[src/rtl/spi_clk_ctrl_pkg.sv]
`default_nettype none
// ============================================================================
// spi_clk_pkg : shared sizing constants and FSM encoding for spi_clk_ctrl
// Revision    : 1.0
// ============================================================================
package spi_clk_pkg;

  localparam int DIV_W   = 12;
  localparam int CNT_W   = 6;
  localparam int DIV_RST = 24;   // 1 MHz SCLK from a 50 MHz clk_i

  typedef enum logic [1:0] {
    ST_IDLE  = 2'd0,
    ST_LEAD  = 2'd1,
    ST_RUN   = 2'd2,
    ST_TRAIL = 2'd3
  } state_e;

endpackage
`default_nettype wire

[src/rtl/spi_clk_ctrl_if.sv]
`default_nettype none
// ============================================================================
// spi_clk_ctrl_if : control/status bundle between an SPI engine and the
//                   SCLK/CS generator
// Revision        : 1.0
// ============================================================================
interface spi_clk_ctrl_if #(
  parameter int DIV_W = spi_clk_pkg::DIV_W,
  parameter int CNT_W = spi_clk_pkg::CNT_W
);

  logic [DIV_W-1:0] div_i;
  logic             cfg_we_i;
  logic [CNT_W-1:0] nbits_i;
  logic             start_i;
  logic             abort_i;
  logic             sclk_o;
  logic             cs_n_o;
  logic             fall_stb_o;
  logic             rise_stb_o;
  logic             busy_o;
  logic             done_o;

  modport master (
    output div_i, cfg_we_i, nbits_i, start_i, abort_i,
    input  sclk_o, cs_n_o, fall_stb_o, rise_stb_o, busy_o, done_o
  );

  modport slave (
    input  div_i, cfg_we_i, nbits_i, start_i, abort_i,
    output sclk_o, cs_n_o, fall_stb_o, rise_stb_o, busy_o, done_o
  );

endinterface
`default_nettype wire

[src/rtl/spi_clk_ctrl_hp_timer.sv]
`default_nettype none
// ============================================================================
// hp_timer : loadable down-counter, expire_o pulses every div_i+1 cycles
// Revision : 1.0
// ============================================================================
module hp_timer #(
  parameter int DIV_W = 12
) (
  input  logic             clk_i,
  input  logic             rst_i,
  input  logic             load_i,
  input  logic             en_i,
  input  logic [DIV_W-1:0] div_i,
  output logic             expire_o
);

  logic [DIV_W-1:0] cnt_q;
  logic [DIV_W-1:0] cnt_d;

  always_comb begin
    cnt_d = cnt_q;
    if (load_i) begin
      cnt_d = div_i;
    end else if (en_i) begin
      cnt_d = (cnt_q == '0) ? div_i : cnt_q - 1'b1;
    end
  end

  assign expire_o = en_i && (cnt_q == '0);

  always_ff @(posedge clk_i) begin
    if (rst_i) begin
      cnt_q <= '0;
    end else begin
      cnt_q <= cnt_d;
    end
  end

endmodule
`default_nettype wire

[src/rtl/spi_clk_ctrl.sv]
`default_nettype none
// ============================================================================
// spi_clk_ctrl : CPOL=1/CPHA=1 SCLK and chip-select burst generator
// Revision     : 1.0
// ============================================================================
module spi_clk_ctrl #(
  parameter int DIV_W   = spi_clk_pkg::DIV_W,
  parameter int CNT_W   = spi_clk_pkg::CNT_W,
  parameter int DIV_RST = spi_clk_pkg::DIV_RST
) (
  input  logic          clk_i,
  input  logic          rst_i,
  spi_clk_ctrl_if.slave bus
);

  import spi_clk_pkg::*;

  state_e           state_q, state_d;
  logic [DIV_W-1:0] div_q, div_d;
  logic [CNT_W-1:0] nbits_q, nbits_d;
  logic [CNT_W-1:0] bits_q, bits_d;
  logic [CNT_W-1:0] bits_inc;
  logic             sclk_q, sclk_d;
  logic             cs_n_q, cs_n_d;
  logic             fall_stb_q, fall_stb_d;
  logic             rise_stb_q, rise_stb_d;
  logic             busy_q, busy_d;
  logic             done_q, done_d;
  logic             timer_load;
  logic             timer_en;
  logic             timer_exp;

  assign timer_en = (state_q != ST_IDLE);
  assign bits_inc = bits_q + 1'b1;

  // Load uses div_d so a config write coinciding with start takes effect at once
  hp_timer #(.DIV_W(DIV_W)) u_hp_timer (
    .clk_i    (clk_i),
    .rst_i    (rst_i),
    .load_i   (timer_load),
    .en_i     (timer_en),
    .div_i    (div_d),
    .expire_o (timer_exp)
  );

  always_comb begin
    state_d    = state_q;
    div_d      = div_q;
    nbits_d    = nbits_q;
    bits_d     = bits_q;
    sclk_d     = sclk_q;
    cs_n_d     = cs_n_q;
    busy_d     = busy_q;
    fall_stb_d = 1'b0;
    rise_stb_d = 1'b0;
    done_d     = 1'b0;
    timer_load = 1'b0;

    case (state_q)
      ST_IDLE: begin
        if (bus.cfg_we_i) begin
          div_d = bus.div_i;
        end
        // done_q blocks a start presented in the completion cycle
        if (bus.start_i && !bus.abort_i && !done_q && (bus.nbits_i != '0)) begin
          state_d    = ST_LEAD;
          nbits_d    = bus.nbits_i;
          bits_d     = '0;
          cs_n_d     = 1'b0;
          busy_d     = 1'b1;
          timer_load = 1'b1;
        end
      end
      ST_LEAD: begin
        if (timer_exp) begin
          sclk_d     = 1'b0;
          fall_stb_d = 1'b1;
          state_d    = ST_RUN;
        end
      end
      ST_RUN: begin
        if (timer_exp) begin
          if (sclk_q) begin
            sclk_d     = 1'b0;
            fall_stb_d = 1'b1;
          end else begin
            sclk_d     = 1'b1;
            rise_stb_d = 1'b1;
            bits_d     = bits_inc;
            if (bits_inc == nbits_q) begin
              state_d = ST_TRAIL;
            end
          end
        end
      end
      ST_TRAIL: begin
        if (timer_exp) begin
          state_d = ST_IDLE;
          cs_n_d  = 1'b1;
          busy_d  = 1'b0;
          done_d  = 1'b1;
        end
      end
      default: state_d = ST_IDLE;
    endcase

    if ((state_q != ST_IDLE) && bus.abort_i) begin
      state_d    = ST_IDLE;
      sclk_d     = 1'b1;
      cs_n_d     = 1'b1;
      busy_d     = 1'b0;
      fall_stb_d = 1'b0;
      rise_stb_d = 1'b0;
      done_d     = 1'b0;
    end
  end

  always_ff @(posedge clk_i) begin
    if (rst_i) begin
      state_q    <= ST_IDLE;
      div_q      <= DIV_W'(DIV_RST);
      nbits_q    <= '0;
      bits_q     <= '0;
      sclk_q     <= 1'b1;
      cs_n_q     <= 1'b1;
      fall_stb_q <= 1'b0;
      rise_stb_q <= 1'b0;
      busy_q     <= 1'b0;
      done_q     <= 1'b0;
    end else begin
      state_q    <= state_d;
      div_q      <= div_d;
      nbits_q    <= nbits_d;
      bits_q     <= bits_d;
      sclk_q     <= sclk_d;
      cs_n_q     <= cs_n_d;
      fall_stb_q <= fall_stb_d;
      rise_stb_q <= rise_stb_d;
      busy_q     <= busy_d;
      done_q     <= done_d;
    end
  end

  assign bus.sclk_o     = sclk_q;
  assign bus.cs_n_o     = cs_n_q;
  assign bus.fall_stb_o = fall_stb_q;
  assign bus.rise_stb_o = rise_stb_q;
  assign bus.busy_o     = busy_q;
  assign bus.done_o     = done_q;

endmodule
`default_nettype wire

[src/flat_wrapper.sv]
// flat-port wrapper written by rule: the top's interface ports become plain ports
module spi_clk_ctrl_flat import spi_clk_pkg::*;
#(
  parameter int DIV_W   = spi_clk_pkg::DIV_W,
  parameter int CNT_W   = spi_clk_pkg::CNT_W,
  parameter int DIV_RST = spi_clk_pkg::DIV_RST
)
  (clk_i, rst_i, bus_div_i, bus_cfg_we_i, bus_nbits_i, bus_start_i, bus_abort_i, bus_sclk_o, bus_cs_n_o, bus_fall_stb_o, bus_rise_stb_o, bus_busy_o, bus_done_o);
  spi_clk_ctrl_if #(.DIV_W(DIV_W), .CNT_W(CNT_W)) bus_i ();
  input  logic clk_i;
  input  logic rst_i;
  input wire logic [$bits(bus_i.div_i)-1:0] bus_div_i;
  input wire logic [$bits(bus_i.cfg_we_i)-1:0] bus_cfg_we_i;
  input wire logic [$bits(bus_i.nbits_i)-1:0] bus_nbits_i;
  input wire logic [$bits(bus_i.start_i)-1:0] bus_start_i;
  input wire logic [$bits(bus_i.abort_i)-1:0] bus_abort_i;
  output wire logic [$bits(bus_i.sclk_o)-1:0] bus_sclk_o;
  output wire logic [$bits(bus_i.cs_n_o)-1:0] bus_cs_n_o;
  output wire logic [$bits(bus_i.fall_stb_o)-1:0] bus_fall_stb_o;
  output wire logic [$bits(bus_i.rise_stb_o)-1:0] bus_rise_stb_o;
  output wire logic [$bits(bus_i.busy_o)-1:0] bus_busy_o;
  output wire logic [$bits(bus_i.done_o)-1:0] bus_done_o;
  assign bus_i.div_i = bus_div_i;
  assign bus_i.cfg_we_i = bus_cfg_we_i;
  assign bus_i.nbits_i = bus_nbits_i;
  assign bus_i.start_i = bus_start_i;
  assign bus_i.abort_i = bus_abort_i;
  assign bus_sclk_o = bus_i.sclk_o;
  assign bus_cs_n_o = bus_i.cs_n_o;
  assign bus_fall_stb_o = bus_i.fall_stb_o;
  assign bus_rise_stb_o = bus_i.rise_stb_o;
  assign bus_busy_o = bus_i.busy_o;
  assign bus_done_o = bus_i.done_o;
  spi_clk_ctrl #(.DIV_W(DIV_W), .CNT_W(CNT_W), .DIV_RST(DIV_RST)) u_core (.clk_i(clk_i), .rst_i(rst_i), .bus(bus_i));
endmodule
[config.mk]
export PLATFORM = sky130hd
export DESIGN_NAME = spi_clk_ctrl_flat
export DESIGN_NICKNAME = d
export VERILOG_FILES = /design/src/rtl/spi_clk_ctrl_pkg.sv /design/src/rtl/spi_clk_ctrl_if.sv /design/src/rtl/spi_clk_ctrl_hp_timer.sv /design/src/rtl/spi_clk_ctrl.sv /design/src/flat_wrapper.sv
export SDC_FILE = /design/constraint.sdc
export NUM_CORES = 1
export LEC_CHECK = 0
export BUFFER_PORTS_ARGS = -buffer_cell sky130_fd_sc_hd__clkbuf_2
export CAP_MARGIN = 10
export CORE_MARGIN = 2
export CORE_UTILIZATION = 57
export CTS_CLUSTER_DIAMETER = 120
export DETAILED_ROUTE_END_ITERATION = 7
export PLACE_DENSITY = 0.84
export SYNTH_ARGS = -nofsm -noshare
export SYNTH_HDL_FRONTEND = slang
export SYNTH_SLANG_ARGS = --single-unit
[constraint.sdc]
create_clock -name clk_i -period 2.7 [get_ports clk_i]
set_clock_uncertainty 0.15 [all_clocks]
set_input_delay 0.27 -clock clk_i [delete_from_list [all_inputs] [get_ports clk_i]]
set_output_delay 0.27 -clock clk_i [all_outputs]
set_load 0.05 [all_outputs]
## Yosys cells after proc, flatten, opt, wreduce, memory -nomap -nowiden

Cells that the tools add are included.

| operators by class | value |
|---|---|
| add/sub/neg operators | 2 |
| divide/modulo/power cells | 0 |
| equal/unequal tests | 10 |
| order comparisons | 0 |
| reduce and logical (&&, ||, !) cells | 23 |
| muxes and demuxes | 31 |
| shift operators | 0 |
| bitwise operators | 3 |
| multiply operators | 0 |

Operators with widths:

| operator | count |
|---|---|
| 12-bit two-way mux | 5 |
| 6-bit two-way mux | 3 |
| 12-bit zero test | 1 |
| 2-bit two-way mux | 6 |
| 6-bit one-hot mux with 2 select lines | 1 |
| 12-bit by 1-bit subtractor with 12-bit output, second input constant | 1 |
| 1-bit two-way mux | 11 |
| 2-bit by 1-bit inequality test with 1-bit output, second input constant | 5 |
| 2-bit nonzero test | 5 |
| 1-bit one-hot mux with 2 select lines | 4 |
| 2-bit one-hot mux with 4 select lines | 1 |
| 6-bit by 1-bit adder with 6-bit output, second input constant | 1 |
| 6-bit equality test | 1 |
| 3-bit AND reduction | 2 |
| 6-bit AND reduction | 1 |
| 6-bit nonzero test | 1 |
| 1-bit logical AND | 5 |
| 2-bit equality test, second input constant | 2 |
| 4-bit AND reduction | 1 |
| 4-bit OR reduction | 1 |
| 1-bit NOT | 3 |
| 3-bit OR reduction | 1 |
| 2-bit by 1-bit equality test with 1-bit output, second input constant | 1 |
| 1-bit zero test | 2 |
| other kinds (4) | 4 |

| word-level totals | value |
|---|---|
| RAM bits | 0 |
| bits of input ports | 23 |
| ROM bits | 0 |
| bits in registers | 44 |
| output and inout port bits | 6 |
| bits in latches | 0 |
| logic and storage cells | 80 |
| memories kept | 0 |

## Logic depth before layout (Yosys ltp)

| logic depth | value |
|---|---|
| depth in word-level cells | 7 |
| gate-level depth with buffers | 11 |
| depth with buffers taken out | 8 |

## By module

Synthesis repeated with hierarchy kept, for this count alone.

| unflattened totals | value |
|---|---|
| cell total of the unflattened synthesis | 270 |
| area total of the unflattened synthesis | 2393.5 um^2 |

Modules (own cells, without submodules):

| module | times used | cells an instance | sequential area each (um^2) | area each (um^2) |
|---|---|---|---|---|
| spi_clk_ctrl | 1 | 162 | 640.6 | 1547.7 |
| hp_timer | 1 | 108 | 240.2 | 845.8 |

## Worst setup path before layout

OpenSTA, ideal clock, no wires.

| timing path | value |
|---|---|
| kind | register to register |
| start | register u_core.state_q[0] |
| end | register u_core.state_q[0] |
| path buffers | 1 |
| setup slack | 393 ps |
| library setup time | 116 ps |
| period minus slack after synthesis | 2307 ps |
| data arrival time | 2040 ps |
| cell stages (with the launch flop) | 10 |
| required time | 2434 ps |
| cell sequence | dfxtp_1 inv_1 ha_1 buf_4 or3b_2 o22ai_1 o31a_1 or2_2 o31ai_2 o211a_1 |

| between the ends | value |
|---|---|
| longest elaborated chain between the ends | 4 |
| elaborated cells on any way between the ends | 16 |
| those cells by class | eq/ne (9); mux (1); reduce/logical (6) |

Ends and longest elaborated chain:

| item | RTL line | RTL |
|---|---|---|
| from (decl) | spi_clk_ctrl.sv:18 | `state_e state_q, state_d;` |
| from (signal assigned) | spi_clk_ctrl.sv:131 | `state_q <= state_d;` |
| 2-bit nonzero test | spi_clk_ctrl.sv:33, spi_clk_ctrl.sv:107 |  |
| 1-bit logical AND | spi_clk_ctrl_hp_timer.sv:29 | `assign expire_o = en_i && (cnt_q == '0);` |
| 2-bit by 1-bit inequality test with 1-bit output (no line) | - |  |
| 6-bit AND reduction (no line) | - |  |

Several ways; a longest one is shown, not always the timed one.
A chain may end at the register's enable or synchronous reset.

## Worst setup path in the final report

| timing path | value |
|---|---|
| start | register u_core.state_q[0] |
| end | register u_core.state_q[1] |

Same word-level chain as after synthesis.

==> run metrics <==
grt total ovfl=0; Slew HR=53.1%; # nets final=333; Rows=23; required time worst endpoint=2.78 ns; first-pass GRT wire length=8230 microns; Via Count=2047; vias per cell=5.83; placed insts=~350; CTS resizes=0; antenna violations before repair=0; DR pass1 iterations=4; PortBufs=28; sequential share of the synthesized area=37.2%; Synth Area in Adders=between 3 and 4%; DP HPWL=3530 microns; DR WL met3=262 microns; Syn Inst Count=277; fin cells=351; switch share=between 40% and 50%; CP Cell Sequence=inv_1 > ha_1 > nor2b_1 > nand4_2 > or4_1 > o31ai_2 > mux2i_1; CTS tree=built; kind of critical path=flop to flop; area of the core=4000 sq um; Tightest Hold Check Type=primary input to flop; clock transition at the registers of the reported paths=0.08 ns; DRC Markers=0; Arr. time, crit path=2.51 ns; R2R setup slack=0.27 ns; Util after Layout=64.7%; post-route cell area=2590 sq um; Pwr Density=1180 nW/um^2; area growth from synthesis to layout=9.18%; main flop type after synthesis=dfxtp_1; max incr delay on CP=0.58 ns; Mapped Area=2370 sq um; Int Pwr=1640 uW; Max VDD drop=0.613 mV; final hold violations=0; xor/xnor cell area share of the yosys netlist=1.85%; Setup-failing EPs final=0; Initial Util=59.3%; worst skew pair latency=0.30 ns; Worst-Margin Slew=0.703 ns; Yosys cell types=57; die height=approximately 70 microns; Die Footprint=4690 sq um; Max clock buf depth=2; placed cell area=around 2500 sq um; Root Buffer=clkbuf_8; Synth Area in Compound Gates=19.1%; Leakage=0.00110 uW; Flop pwr share=31.7%; fillcell total=between 300 and 400; Max Cap Violations=0; Max Freq=412 MHz; Slew Viols, Final=0; combinational family with the most area after synthesis=simple AND/OR/NAND/NOR gates; syn nets=307; CTS hold repair buffers=0; vias in the first global route=1855; Comb power frac=between 50% and 60%; Async SR Flop Fraction=0%; Iteration-0 DRC Markers=70; Setup TNS=0 ns; Warnings, synthesis=0; metal2 WL=2120 microns; RD Place Congestion=0.939; number of CTS-inserted buffers=5; multi-input logic area=1350 sq um; die width=68.5 microns; final setup margin=0.275 ns; ant diodes=0; H-tree levels=2; crit-path max FO=8; post-synthesis mux area share=8.07%; DR WL/cell=13.9 microns; #FFs+latches synth=44; net switching power=1400 uW; largest net degree at the start of global routing=37; Simple-Gate Fraction of Synth Area=24.4%; Max stage delay cell, worst path=or4_1; I/O Pins=29; metal1 wirelength=2430 microns; mean post-synth cell area=8.56 sq um; clock sinks=44; number of flops mapped to enable cells by yosys=0; Final Cycle Share=89.8%; CP Buf/Inv Count=1; Final ANT Viol Nets=0; Setup crit start kind=flop; pre-CTS setup slack=0.291 ns; Crit. End Element=flop; fin crit period=2.43 ns; Total Wirelength=4880 microns; post-CTS setup buffer count=0; Tot GR Track Use=23.4%; CP top delay family=simple AND/OR/NAND/NOR gates; share of layout cells above drive strength 1=18.9%; register area=881 sq um; Max Used Layer=met4; run status=finished clean; RSZ-0062 raised after global routing=no; Clock power frac=12.4%
-- worst paths after layout --
check / depth (start not counted) / endpoint / startpoint
min reg2reg: 2 / u_core.u_hp_timer.cnt_q[1]$_SDFFE_PP0P_ / u_core.u_hp_timer.cnt_q[1]$_SDFFE_PP0P_
min: 3 / u_core.div_q[3]$_SDFF_PP1_ / bus_div_i[3]
max: 7 / u_core.state_q[1]$_SDFFE_PP0P_ / u_core.state_q[0]$_SDFFE_PP0P_
max reg2reg: 7 / u_core.state_q[1]$_SDFFE_PP0P_ / u_core.state_q[0]$_SDFFE_PP0P_
-- kinds of logic (layout without fill, tap and decap cells) --
| family | count (synthesis) | in the layout |
|---|---|---|
| adder cells (fa/ha/maj) | 7 | 7 |
| AO/OA/AOI/OAI | 71 | 71 |
| AND/OR/NAND/NOR | 107 | 107 |
| multiplexers | 19 | 19 |
| flip-flops | 44 | 44 |
| buffers and inverters | 24 | 48 |
| XOR/XNOR | 5 | 5 |
-- cell usage after synthesis, drive strengths merged (3+ instances only) --
library cell / count / area share [%]
dfxtp: 44 / 37
nand2b: 5 / 1.3
mux2i: 18 / 7.6
a21o: 4 / 1.3
a31oi: 3 / 0.79
or3: 5 / 1.3
inv: 8 / 1.3
a211oi: 5 / 1.8
nor2: 33 / 5.2
nor3b: 3 / 0.95
nor4: 3 / 1.7
a21oi: 21 / 4.4
o21ai: 23 / 5.2
nor2b: 4 / 1.4
a311oi: 4 / 1.5
buf: 10 / 3.5
xor2: 3 / 1.1
nand3: 7 / 1.5
nor3: 8 / 1.7
nand2: 23 / 3.9
nand4: 3 / 1.1
ha: 7 / 3.7
clkbuf: 6 / 0.95
-- worst reg2reg max path: stages, from the launching register on --
cell and delay [ns]:
dfxtp_1 0.39, inv_1 0.08, ha_1 0.29, nor2b_1 0.17, nand4_2 0.21, or4_1 0.58, o31ai_2 0.27, mux2i_1 0.21
-- state kept, by name, summed over array words and instances, names as in the netlist --
register                 cells
u_core.div_q                12
u_core.u_hp_timer.cnt_q     12
u_core.bits_q                6
u_core.nbits_q               6
u_core.state_q               2
u_core.bus.busy_o            1
u_core.bus.cs_n_o            1
u_core.bus.done_o            1
u_core.bus.fall_stb_o        1
u_core.bus.rise_stb_o        1
u_core.bus.sclk_o            1
-- per-stage QoR --
step                hold WS [ns]  power, uW
CTS                       0.0687       3040
global route              0.0964       3300
global placement           0.310       2600
finish                    0.0646       3040
floorplan                  0.267       2460
detailed placement         0.324       2660
-- final cells by class --
type / instances / area share (%)
inverters: 8 / 1.16
flip-flops and latches: 44 / 34.0
repair buffers: 35 / 7.44
multi-input cells: 209 / 52.3
well taps: 50 / 2.42
clock buffers: 5 / 2.66
-- placed cells by master, fill, tap and decap left out, types with 3 or more instances in the layout --
master,n
a211oi_1,4
a21o_1,4
a21oi_1,21
a311oi_1,4
a31oi_1,3
buf_4,7
clkbuf_2,28
clkbuf_8,5
dfxtp_1,44
ha_1,7
inv_1,8
mux2i_1,18
nand2_1,21
nand2b_1,5
nand3_1,7
nor2_1,33
nor2b_1,3
nor3_1,8
nor3b_1,3
o21ai_0,12
o21ai_1,9
or3_1,5
xor2_1,3
-- power by group through the flow --
| stage | logic [uW] | clock network [uW] | registers (uW) |
|---|---|---|---|
| after floorplan | 1450 | 0 | 1010 |
| after global routing | 1910 | 407 | 987 |
| after global placement | 1640 | 0 | 966 |
| after detailed placement | 1680 | 0 | 975 |
| after CTS | 1700 | 379 | 961 |
| final | 1700 | 377 | 964 |
-- metal layers --
metal | vias to the layer above | GRT usage, %
met5 | - | 0
met4 | 0 | 8.50
met1 | 945 | 31.1
met3 | 7 | 5.68
met2 | 53 | 36.9
li1 | 1042 | -
No activity file was read; power rests on OpenSTA's default activity.
